<file path="src/rtl/alu_pkg.sv">
// Opcode map, FSM state encoding and iteration-counter sizing shared by alu_seq and alu_seq_iter.
// Declarations only: no latency, no flow control.
package alu_pkg;

  localparam logic [3:0] OP_ADD  = 4'h0;
  localparam logic [3:0] OP_SUB  = 4'h1;
  localparam logic [3:0] OP_MUL  = 4'h2;
  localparam logic [3:0] OP_DIV  = 4'h3;
  localparam logic [3:0] OP_MOD  = 4'h4;
  localparam logic [3:0] OP_AND  = 4'h5;
  localparam logic [3:0] OP_OR   = 4'h6;
  localparam logic [3:0] OP_NOTA = 4'h7;
  localparam logic [3:0] OP_NOTB = 4'h8;
  localparam logic [3:0] OP_NAND = 4'h9;
  localparam logic [3:0] OP_NOR  = 4'hA;
  localparam logic [3:0] OP_XOR  = 4'hB;
  localparam logic [3:0] OP_XNOR = 4'hC;
  localparam logic [3:0] OP_SHL  = 4'hD;
  localparam logic [3:0] OP_SHR  = 4'hE;

  typedef enum logic [1:0] {
    IDLE = 2'd0,
    EXEC = 2'd1,
    DONE = 2'd2
  } state_e;

  function automatic int cnt_w(input int width);
    return $clog2(width + 1);
  endfunction

endpackage

</file>
<file path="src/rtl/alu_seq_iter.sv">
// Shared shift-add multiplier / restoring divider, one step per cycle for WIDTH cycles.
// Latency WIDTH cycles after start; no backpressure, start restarts the engine.
module alu_seq_iter
  import alu_pkg::*;
#(
  parameter int WIDTH = 32
) (
  input  logic               clk,
  input  logic               rst,
  input  logic               start,
  input  logic               mode,   // 0: multiply, 1: divide/modulo
  input  logic [WIDTH-1:0]   a,
  input  logic [WIDTH-1:0]   b,
  output logic [2*WIDTH-1:0] acc,
  output logic [WIDTH-1:0]   rem,
  output logic               done
);

  localparam int CW = cnt_w(WIDTH);

  // acc_q upper half: partial product / partial remainder; lower half: multiplier / quotient
  logic [2*WIDTH-1:0] acc_q, acc_d;
  logic [WIDTH-1:0]   opnd_q, opnd_d;
  logic [CW-1:0]      cnt_q, cnt_d;
  logic               run_q, run_d;
  logic               mode_q, mode_d;
  logic [WIDTH:0]     sum;
  logic [WIDTH:0]     shl;
  logic [WIDTH-1:0]   diff;

  always_comb begin
    acc_d  = acc_q;
    opnd_d = opnd_q;
    cnt_d  = cnt_q;
    run_d  = run_q;
    mode_d = mode_q;
    sum    = {1'b0, acc_q[2*WIDTH-1:WIDTH]} + (acc_q[0] ? {1'b0, opnd_q} : '0);
    shl    = {acc_q[2*WIDTH-1:WIDTH], acc_q[WIDTH-1]};
    diff   = shl[WIDTH-1:0] - opnd_q;
    done   = run_q && (cnt_q == CW'(WIDTH - 1));
    if (start) begin
      mode_d = mode;
      opnd_d = mode ? b : a;
      acc_d  = {{WIDTH{1'b0}}, (mode ? a : b)};
      cnt_d  = '0;
      run_d  = 1'b1;
    end else if (run_q) begin
      cnt_d = cnt_q + CW'(1);
      if (done) run_d = 1'b0;
      if (!mode_q) begin
        acc_d = {sum, acc_q[WIDTH-1:1]};
      end else if (shl >= {1'b0, opnd_q}) begin
        acc_d = {diff, acc_q[WIDTH-2:0], 1'b1};
      end else begin
        acc_d = {shl[WIDTH-1:0], acc_q[WIDTH-2:0], 1'b0};
      end
    end
  end

  always_ff @(posedge clk) begin
    if (rst) begin
      acc_q  <= '0;
      opnd_q <= '0;
      cnt_q  <= '0;
      run_q  <= 1'b0;
      mode_q <= 1'b0;
    end else begin
      acc_q  <= acc_d;
      opnd_q <= opnd_d;
      cnt_q  <= cnt_d;
      run_q  <= run_d;
      mode_q <= mode_d;
    end
  end

  assign acc = acc_q;
  assign rem = acc_q[2*WIDTH-1:WIDTH];

endmodule

</file>
<file path="src/rtl/alu_seq.sv">
// Multi-cycle ALU: 1-cycle latency for add/sub/logic, WIDTH+1 for mul/div/mod; ALU_SHIFT_EN adds SHL/SHR.
// Requests are accepted only while not busy; en during busy (including the ack cycle) is dropped.
module alu_seq
  import alu_pkg::*;
#(
  parameter int WIDTH = 32
) (
  input  logic               clk,
  input  logic               rst,
  input  logic               en,
  input  logic [3:0]         sel,
  input  logic [WIDTH-1:0]   a,
  input  logic [WIDTH-1:0]   b,
  output logic [2*WIDTH-1:0] out,
  output logic               ack,
  output logic               busy,
  output logic               err,
  output logic               dz
);

  localparam int RW = 2 * WIDTH;
`ifdef ALU_SHIFT_EN
  localparam int SW = $clog2(WIDTH);
`endif

  state_e           state_q, state_d;
  logic [3:0]       op_q, op_d;
  logic [WIDTH-1:0] a_q, a_d, b_q, b_d;
  logic [RW-1:0]    out_q, out_d, res;
  logic             ack_q, ack_d, err_q, err_d, dz_q, dz_d;
  logic             accept, is_iter, iter_start, iter_done, div_zero, illegal, use_lo;
  logic [RW-1:0]    iter_acc;
  logic [WIDTH-1:0] iter_rem, lo;

  assign is_iter  = (sel == OP_MUL) || (sel == OP_DIV) || (sel == OP_MOD);
  assign accept   = (state_q == IDLE) && en && !ack_q;
  assign div_zero = ((op_q == OP_DIV) || (op_q == OP_MOD)) && (b_q == '0);

  alu_seq_iter #(.WIDTH(WIDTH)) u_iter (
    .clk   (clk),
    .rst   (rst),
    .start (iter_start),
    .mode  (sel != OP_MUL),
    .a     (a),
    .b     (b),
    .acc   (iter_acc),
    .rem   (iter_rem),
    .done  (iter_done)
  );

  // Logic and divide results are WIDTH wide and zero-extended through lo.
  always_comb begin
    res     = '0;
    lo      = '0;
    use_lo  = 1'b1;
    illegal = 1'b0;
    case (op_q)
      OP_ADD:  begin use_lo = 1'b0; res = {{(WIDTH-1){1'b0}}, {1'b0, a_q} + {1'b0, b_q}}; end
      OP_SUB:  begin use_lo = 1'b0; res = {{WIDTH{1'b0}}, a_q} - {{WIDTH{1'b0}}, b_q}; end
      OP_MUL:  begin use_lo = 1'b0; res = iter_acc; end
      OP_DIV:  lo = div_zero ? '1 : iter_acc[WIDTH-1:0];
      OP_MOD:  lo = div_zero ? a_q : iter_rem;
      OP_AND:  lo = a_q & b_q;
      OP_OR:   lo = a_q | b_q;
      OP_NOTA: lo = ~a_q;
      OP_NOTB: lo = ~b_q;
      OP_NAND: lo = ~(a_q & b_q);
      OP_NOR:  lo = ~(a_q | b_q);
      OP_XOR:  lo = a_q ^ b_q;
      OP_XNOR: lo = ~(a_q ^ b_q);
`ifdef ALU_SHIFT_EN
      OP_SHL:  lo = a_q << b_q[SW-1:0];
      OP_SHR:  lo = a_q >> b_q[SW-1:0];
`endif
      default: begin use_lo = 1'b0; illegal = 1'b1; end
    endcase
    if (use_lo) res = {{WIDTH{1'b0}}, lo};
  end

  always_comb begin
    state_d    = state_q;
    op_d       = op_q;
    a_d        = a_q;
    b_d        = b_q;
    out_d      = out_q;
    err_d      = err_q;
    dz_d       = dz_q;
    ack_d      = 1'b0;
    iter_start = 1'b0;
    case (state_q)
      IDLE: begin
        if (accept) begin
          op_d = sel;
          a_d  = a;
          b_d  = b;
          if (is_iter) begin
            iter_start = 1'b1;
            state_d    = EXEC;
          end else begin
            state_d = DONE;
          end
        end
      end
      EXEC: if (iter_done) state_d = DONE;
      DONE: begin
        out_d   = res;
        err_d   = illegal;
        dz_d    = div_zero;
        ack_d   = 1'b1;
        state_d = IDLE;
      end
      default: state_d = IDLE;
    endcase
  end

  always_ff @(posedge clk) begin
    if (rst) begin
      state_q <= IDLE;
      op_q    <= '0;
      a_q     <= '0;
      b_q     <= '0;
      out_q   <= '0;
      ack_q   <= 1'b0;
      err_q   <= 1'b0;
      dz_q    <= 1'b0;
    end else begin
      state_q <= state_d;
      op_q    <= op_d;
      a_q     <= a_d;
      b_q     <= b_d;
      out_q   <= out_d;
      ack_q   <= ack_d;
      err_q   <= err_d;
      dz_q    <= dz_d;
    end
  end

  assign out  = out_q;
  assign ack  = ack_q;
  assign err  = err_q;
  assign dz   = dz_q;
  assign busy = (state_q != IDLE) || ack_q;

endmodule

</file>
<file path="config.mk">
export PLATFORM = sky130hd
export DESIGN_NAME = alu_seq
export DESIGN_NICKNAME = d
export VERILOG_FILES = /design/src/rtl/alu_pkg.sv /design/src/rtl/alu_seq_iter.sv /design/src/rtl/alu_seq.sv
export SDC_FILE = /design/constraint.sdc
export NUM_CORES = 1
export LEC_CHECK = 0
export CORE_ASPECT_RATIO = 0.8
export CORE_UTILIZATION = 45
export CTS_CLUSTER_SIZE = 14
export DETAILED_ROUTE_END_ITERATION = 6
export GPL_TIMING_DRIVEN = 0
export HOLD_SLACK_MARGIN = 0.06
export REMOVE_ABC_BUFFERS = 1
export SETUP_SLACK_MARGIN = 0.1
export SYNTH_ARGS = -nofsm -noshare
export SYNTH_HDL_FRONTEND = slang
export SYNTH_SLANG_ARGS = --single-unit
</file>
<file path="constraint.sdc">
create_clock -name clk -period 4.05 [get_ports clk]
set_input_delay 0.405 -clock clk [delete_from_list [all_inputs] [get_ports clk]]
set_output_delay 0.405 -clock clk [all_outputs]
set_load 0.005 [all_outputs]
</file>
==> flow_summary.json, run 1 <==
{
  "clockRootBuffer": "clkbuf_16",
  "timing.max_cap.violations": 0,
  "hold_slack_ns": 0.248,
  "synth-async-reset-ratio_pct": 0,
  "numClockSinks": 241,
  "grt_first_pass_wirelength_um": 131000,
  "synth.yosys.seq_area_share_pct": 22.8,
  "floorplan.die.width_um": 244,
  "postSynthCellCount": 2893,
  "ys_types": 84,
  "wirelength_um": 86300,
  "cts_buffers": 28,
  "outcome": "complete, no violations",
  "timing.critical_path.from_type": "register",
  "rows": 70,
  "clkLatencyLatePin_ns": 0.60,
  "worst_slew_pin_slew_ns": 1.40,
  "cp_slowest_cell": "nor4_4",
  "hold_end": "b_q[21]$_SDFFE_PP0P_",
  "hold_path_class": "primary input to register",
  "worstSetupPathType": "register to register",
  "yosysWarningCount": 0,
  "layout_min_cycle_time_ns": 3.87,
  "drt_first_iter_violations": 2301,
  "initial_core_util_pct": 45.9,
  "viasPerCell": 6.48,
  "synthesis.area_per_instance_um2": 7.30,
  "switching_power_mw": 2.93,
  "cts.hold.buffers_added": 0,
  "clk_pin_slew_worst_paths_ns": 0.06,
  "final_max_slew_viol_count": 0,
  "grt_overflow": 0,
  "power.leakage_nw": 9.11,
  "intPower_mw": 5.12,
  "largest_net_degree_at_the_start_of_global_routing": 123,
  "clock_power_share_pct": 34.4,
  "r2r_start": "b_q[18]$_SDFFE_PP0P_",
  "setup_violations": 0,
  "area_grow_syn2layout_pct": 15.1,
  "fp.dieArea_um2": 47800,
  "synthesized_flop_and_latch_total": 241,
  "fillCellCount": 4515,
  "share_of_final_layout_standard_cells_stronger_than_drive_strength_1_pct": 5.54,
  "detail_route.drc_violations": 0,
  "powerDensity_nw_per_um2": 331,
  "hold_violations": 0,
  "final_nets": 3136,
  "vdd_drop_max_uv": 304,
  "min_from": "rst",
  "worstPathArrival_ns": 4.37,
  "cts-htree-levels": 1,
  "synthFlopType": "dfxtp_1",
  "max-slew-margin-rel_pct": 6.07,
  "syn_area_um2": 21100,
  "crit_required_ns": 4.55,
  "net_switching_share_of_the_total_power_pct": 36.4,
  "grt_pass1_vias": 21500,
  "grt_setup_unrepaired": "false",
  "achievable-frequency_mhz": 258,
  "cp_max_fo": 17,
  "combPwrFrac_pct": 32.0,
  "io_pins": 139,
  "gr-usage-all-layers_pct": 35.1,
  "clock-skew-final_ns": 0.0221,
  "critPathCaptureType": "register",
  "clk_path_buf_depth": 3,
  "antennaDiodeCount": 0,
  "die_y_um": 196,
  "p_seq_share_pct": 33.7,
  "detailroute.via_count": 22800,
  "setup_tns_ns": 0,
  "cts_tree": "yes",
  "number_of_search_and_repair_iterations_in_the_first_detailed_routing_pass": 6,
  "min_path_cells": 2,
  "drt-wirelength-per-cell_um": 24.5,
  "finalCritPeriodShare_pct": 95.6,
  "number_of_synthesized_flops_with_an_enable_pin": 0,
  "r2r_end": "out[28]$_SDFFE_PP0P_",
  "routabilityCongestion": 0.959,
  "core-area_um2": 46000,
  "post-dp-hpwl_um": 62300,
  "route.antenna.remaining_nets": 0,
  "placement.io_buffers": 138,
  "cell_count_of_the_worst_reg_to_reg_path": 11,
  "cell_by_cell_listing_of_the_critical_path": "nor4_1 > nand2_1 > nor4_4 > buf_6 > o21a_2 > nand2_1 > a21oi_1 > o21ai_0 > o311ai_0 > a41oi_1 > a21oi_1",
  "initial_antenna_violation_count": 1,
  "cp_slowest_stage_delay_ns": 0.84,
  "setup.reg_to_reg.worst_slack_ns": 0.18
}
==> synth_stat cells, types with 40 or more instances <==
library cell / number / area (um^2)
xnor2_1: 44 / 385
o22ai_1: 42 / 263
nand3_1: 41 / 205
clkbuf_1: 180 / 676
o221ai_1: 40 / 350
ha_1: 171 / 2140
dfxtp_1: 241 / 4820
nand2_1: 334 / 1250
o21ai_0: 162 / 811
a21o_1: 60 / 450
a22oi_1: 57 / 428
inv_1: 142 / 533
nor2_1: 248 / 931
a211oi_1: 118 / 886
mux2i_1: 134 / 1340
o211ai_1: 44 / 330
a21oi_1: 323 / 1620
and2_1: 43 / 269
==> worst max-delay path by stage <==
| stage | to | startpoint | cells after the start | slack (ns) |
|---|---|---|---|---|
| after floorplan | u_iter.acc[60]$_SDFFE_PP0P_ | state_q[1]$_SDFFE_PP0P_ | 6 | -4.04 |
| after global placement | u_iter.acc[60]$_SDFFE_PP0P_ | en | 8 | -10.59 |
| after detailed placement | out[28]$_SDFFE_PP0P_ | op_q[2]$_SDFFE_PP0P_ | 9 | -0.84 |
| after CTS | out[21]$_SDFFE_PP0P_ | b_q[8]$_SDFFE_PP0P_ | 12 | 0.12 |
| after global routing | out[29]$_SDFFE_PP0P_ | b_q[1]$_SDFFE_PP0P_ | 12 | 0.10 |
| final | out[28]$_SDFFE_PP0P_ | b_q[18]$_SDFFE_PP0P_ | 11 | 0.18 |
==> power groups by stage <==
| stage | combinational [mW] | sequential (mW) | clock (mW) |
|---|---|---|---|
| 4_1_cts | 2.49 | 2.70 | 2.81 |
| 5_1_grt | 2.78 | 2.72 | 2.89 |
| 6_report | 2.58 | 2.71 | 2.77 |
| 3_5_place_dp | 2.48 | 2.76 | 0 |
| 3_3_place_gp | 2.39 | 2.77 | 0 |
| 2_1_floorplan | 1.63 | 2.66 | 0 |
==> state kept, by name, indices dropped and copies added (netlist names), 2 cells and up <==
register,cells
op_q,4
out,64
u_iter.acc,64
u_iter.opnd_q,32
u_iter.cnt_q,6
b_q,32
a_q,32
state_q,2
==> placed cells by master (no fill, tap or decap), drive strengths merged, types with 25 or more instances in the layout <==
cell	synthesis	final
a211oi	118	118
buf	33	43
clkdlybuf4s50	0	137
mux2i	134	134
nor3	25	25
a21oi	324	324
a21o	60	60
clkbuf	180	39
nand2	334	334
o221ai	40	40
ha	171	171
nand3	41	41
and2	43	43
nand2b	26	26
xnor2	44	44
a22oi	57	57
dfxtp	241	241
o211ai	44	44
nor2	248	248
a31oi	36	36
o21ai	193	193
inv	144	144
xor2	26	26
o22ai	42	42
==> through the flow <==
stage          util, %  power [mW]  area, um^2  instances  setup slack [ns]
3_3_place_gp      48.8        5.17       22400       3430            -10.59
5_1_grt           52.9        8.39       24300       3520             0.101
4_1_cts           52.6        8.00       24200       3516             0.122
2_1_floorplan        -        4.30       20300       2680             -4.04
6_report          52.9        8.06       24300       3520             0.177
3_5_place_dp      50.4        5.23       23200       3468            -0.840
==> area by class of cell <==
type | count | area (um^2) | share of cell area [%]
inverters | 145 | 547 | 2.25
repair buffers | 180 | 2050 | 8.42
clock inverters | 9 | 186 | 0.767
flip-flops and latches | 241 | 4840 | 19.9
multi-input cells | 2294 | 15100 | 62.3
clock buffers | 39 | 782 | 3.22
well taps | 612 | 766 | 3.15
==> what timing repair did <==
item	4_1_cts	5_1_grt
pin swaps	0	4
buffers inserted	0	4
setup endpoints to repair	78	60
gates resized for setup	16	22
==> worst max-delay path, delay by kind of cell, from the launching register on <==
| kind | cells | cell delay, ns |
|---|---|---|
| buffers and inverters | 1 | 0.29 |
| and+or+nand+nor | 4 | 1.81 |
| DFF | 1 | 0.36 |
| AOI/OAI and AO/OA | 6 | 1.31 |
==> cell families (layout without fill, tap and decap cells) <==
| logic type | after synthesis | after routing | synth area share [%] |
|---|---|---|---|
| adders and majority gates | 175 | 175 | 10.5 |
| muxes | 142 | 142 | 6.78 |
| DFF | 241 | 241 | 22.8 |
| xor gates and xnor gates | 70 | 70 | 2.90 |
| AOI/OAI and AO/OA | 1074 | 1074 | 32.8 |
| buffers and inverters | 358 | 373 | 6.48 |
| and+or+nand+nor | 833 | 833 | 17.6 |
==> routing by layer <==
metal / vias to the layer above / track usage (%) / part of all wire (%) / routed length [um]
li1: 10600 / - / - / -
met1: 11000 / 50.1 / 45 / 38700
met2: 1065 / 53.6 / 43 / 36800
met3: 166 / 5.90 / 9.4 / 8080
met4: 0 / 10.6 / 3.1 / 2670
met5: - / 0 / 0 / 0
(Power assumes the default switching activity.)
==> inputs of run 2 (changes only) <==
--- a/config.mk
+++ b/config.mk
@@ -9,7 +9,6 @@
 export CORE_UTILIZATION = 45
 export CTS_CLUSTER_SIZE = 14
 export DETAILED_ROUTE_END_ITERATION = 6
-export GPL_TIMING_DRIVEN = 0
 export HOLD_SLACK_MARGIN = 0.06
 export REMOVE_ABC_BUFFERS = 1
 export SETUP_SLACK_MARGIN = 0.1
==> run 2 against run 1 <==
Effect of this change:
- clock power about the same
- first-iteration DRC count shrank 1.1%
- sequential cell count unchanged
- critical path depth is 2 higher
- utilization is 0.66 points higher
- critical path type unchanged
- largest cell class unchanged
- largest power group unchanged
- highest routed layer is now met5
==> flow_summary.json, run 2 (synthesis gave the netlist of run 1 again) <==
{
  "wirelength_um": 90500,
  "clk_pin_slew_worst_paths_ns": 0.07,
  "finalCritPeriodShare_pct": 91.7,
  "layout_min_cycle_time_ns": 3.71,
  "area_grow_syn2layout_pct": 16.6,
  "numClockSinks": 241,
  "cp_max_fo": 6,
  "clock-skew-final_ns": 0.0131,
  "final_nets": 3232,
  "worst_slew_pin_slew_ns": 0.966,
  "placement.io_buffers": 138,
  "cts-htree-levels": 1,
  "final_max_slew_viol_count": 0,
  "rows": 70,
  "power.leakage_nw": 9.47,
  "routabilityCongestion": 0.991,
  "detail_route.drc_violations": 0,
  "route.antenna.remaining_nets": 0,
  "floorplan.die.width_um": 244,
  "post-dp-hpwl_um": 67100,
  "achievable-frequency_mhz": 269,
  "outcome": "complete, no violations",
  "cp_slowest_cell": "a2111oi_1",
  "vdd_drop_max_uv": 314,
  "crit_required_ns": 4.54,
  "clk_path_buf_depth": 3,
  "grt_setup_unrepaired": "false",
  "drt_first_iter_violations": 2275,
  "cts_buffers": 28,
  "post_dp_cell_area_um2": 23600,
  "share_of_final_layout_standard_cells_stronger_than_drive_strength_1_pct": 7.48,
  "io_pins": 139,
  "core-area_um2": 46000,
  "cp_slowest_stage_delay_ns": 0.52,
  "final_area_um2": 24600,
  "layout.cells.most_common_list": "333 x nand2_1, 322 x a21oi_1, 247 x nor2_1, 238 x dfxtp_1, 171 x ha_1",
  "number_of_search_and_repair_iterations_in_the_first_detailed_routing_pass": 6,
  "clkLatencyLatePin_ns": 0.60,
  "largest_net_degree_at_the_start_of_global_routing": 124,
  "initial_core_util_pct": 45.9,
  "hold_violations": 0,
  "detailroute.via_count": 23400,
  "grt_overflow": 0,
  "critPathCaptureType": "register",
  "worstSetupPathType": "register to register",
  "grt_first_pass_wirelength_um": 135000,
  "final_critical_path_setup_slack_ns": 0.336,
  "drt-wirelength-per-cell_um": 25.0,
  "timing.critical_path.from_type": "register",
  "powerDensity_nw_per_um2": 330,
  "viasPerCell": 6.45,
  "worstPathArrival_ns": 4.20,
  "gr-usage-all-layers_pct": 36.6,
  "fp.dieArea_um2": 47800,
  "report.power.total_mw": 8.13,
  "hold_path_class": "primary input to register",
  "initial_antenna_violation_count": 2,
  "cell_by_cell_listing_of_the_critical_path": "inv_1 > ha_1 > a211o_1 > a2111oi_1 > buf_4 > o21ai_1 > a21oi_2 > o21ai_1 > a31oi_1 > o21ai_1 > xor2_1 > a21oi_1 > o211ai_1",
  "worst_path_most_repeated_cell": "o21ai_1",
  "cts.hold.buffers_added": 0,
  "setup_tns_ns": 0,
  "grt_pass1_vias": 22000,
  "setup_violations": 0,
  "post-place-ws_ns": 0.348,
  "max-slew-margin-rel_pct": 35.4,
  "post-route-util_pct": 53.5,
  "layout.cells.most_common": "nand2_1",
  "die_y_um": 196,
  "clockRootBuffer": "clkbuf_16",
  "timing.max_cap.violations": 0,
  "cts_tree": "yes"
}
-- run 2: worst max-delay path, delay by kind of cell, from the launching register on --
| family | cells | cell delay (ns) |
|---|---|---|
| compound gates | 9 | 2.26 |
| flops | 1 | 0.43 |
| fa+ha+maj | 1 | 0.39 |
| buf+inv | 2 | 0.37 |
| xor+xnor | 1 | 0.15 |
-- run 2: through the flow --
| stage | hold WS (ns) | instances |
|---|---|---|
| after floorplan | 0.442 | 2680 |
| after global placement | 0.446 | 3568 |
| after detailed placement | 0.457 | 3568 |
| after CTS | 0.278 | 3620 |
| after global routing | 0.306 | 3620 |
| final | 0.310 | 3621 |
-- run 2: where the power goes --
group	internal, mW	switching, mW	total (mW)
combinational	1.05	1.68	2.72
clock	1.57	1.18	2.75
sequential	2.48	0.177	2.66
-- run 2: what timing repair did --
item                                    CTS  global route
setup buffers                             0             0
endpoints found under the setup margin    0             3
gates resized for setup                   0             2
-- run 2: final timing paths --
check | start | end | slack [ns] | cells after the start
worst max-delay path | a_q[1]$_SDFFE_PP0P_ | out[31]$_SDFFE_PP0P_ | 0.34 | 13
worst min-delay path | rst | a_q[29]$_SDFFE_PP0P_ | 0.31 | 2
worst max register to register | a_q[1]$_SDFFE_PP0P_ | out[31]$_SDFFE_PP0P_ | 0.34 | 13
worst min register to register | dz$_SDFFE_PP0P_ | dz$_SDFFE_PP0P_ | 0.47 | 2
-- run 2: area by class of cell --
| cell class | count | area [um^2] |
|---|---|---|
| antenna | 1 | 2.50 |
| clock buffer | 38 | 828 |
| clock inverter | 14 | 161 |
| fill | 4546 | 21400 |
| inverter | 145 | 544 |
| multi-input combinational | 2294 | 15000 |
| sequential | 241 | 4830 |
| tap | 612 | 766 |
| timing repair buffer | 276 | 2510 |
-- run 2: metal layers --
layer / part of all wire (%) / track usage (%)
met1: 45 / 52.0
met5: 0.014 / 0
met3: 9.8 / 7.70
met4: 3.3 / 12.0
met2: 42 / 54.8
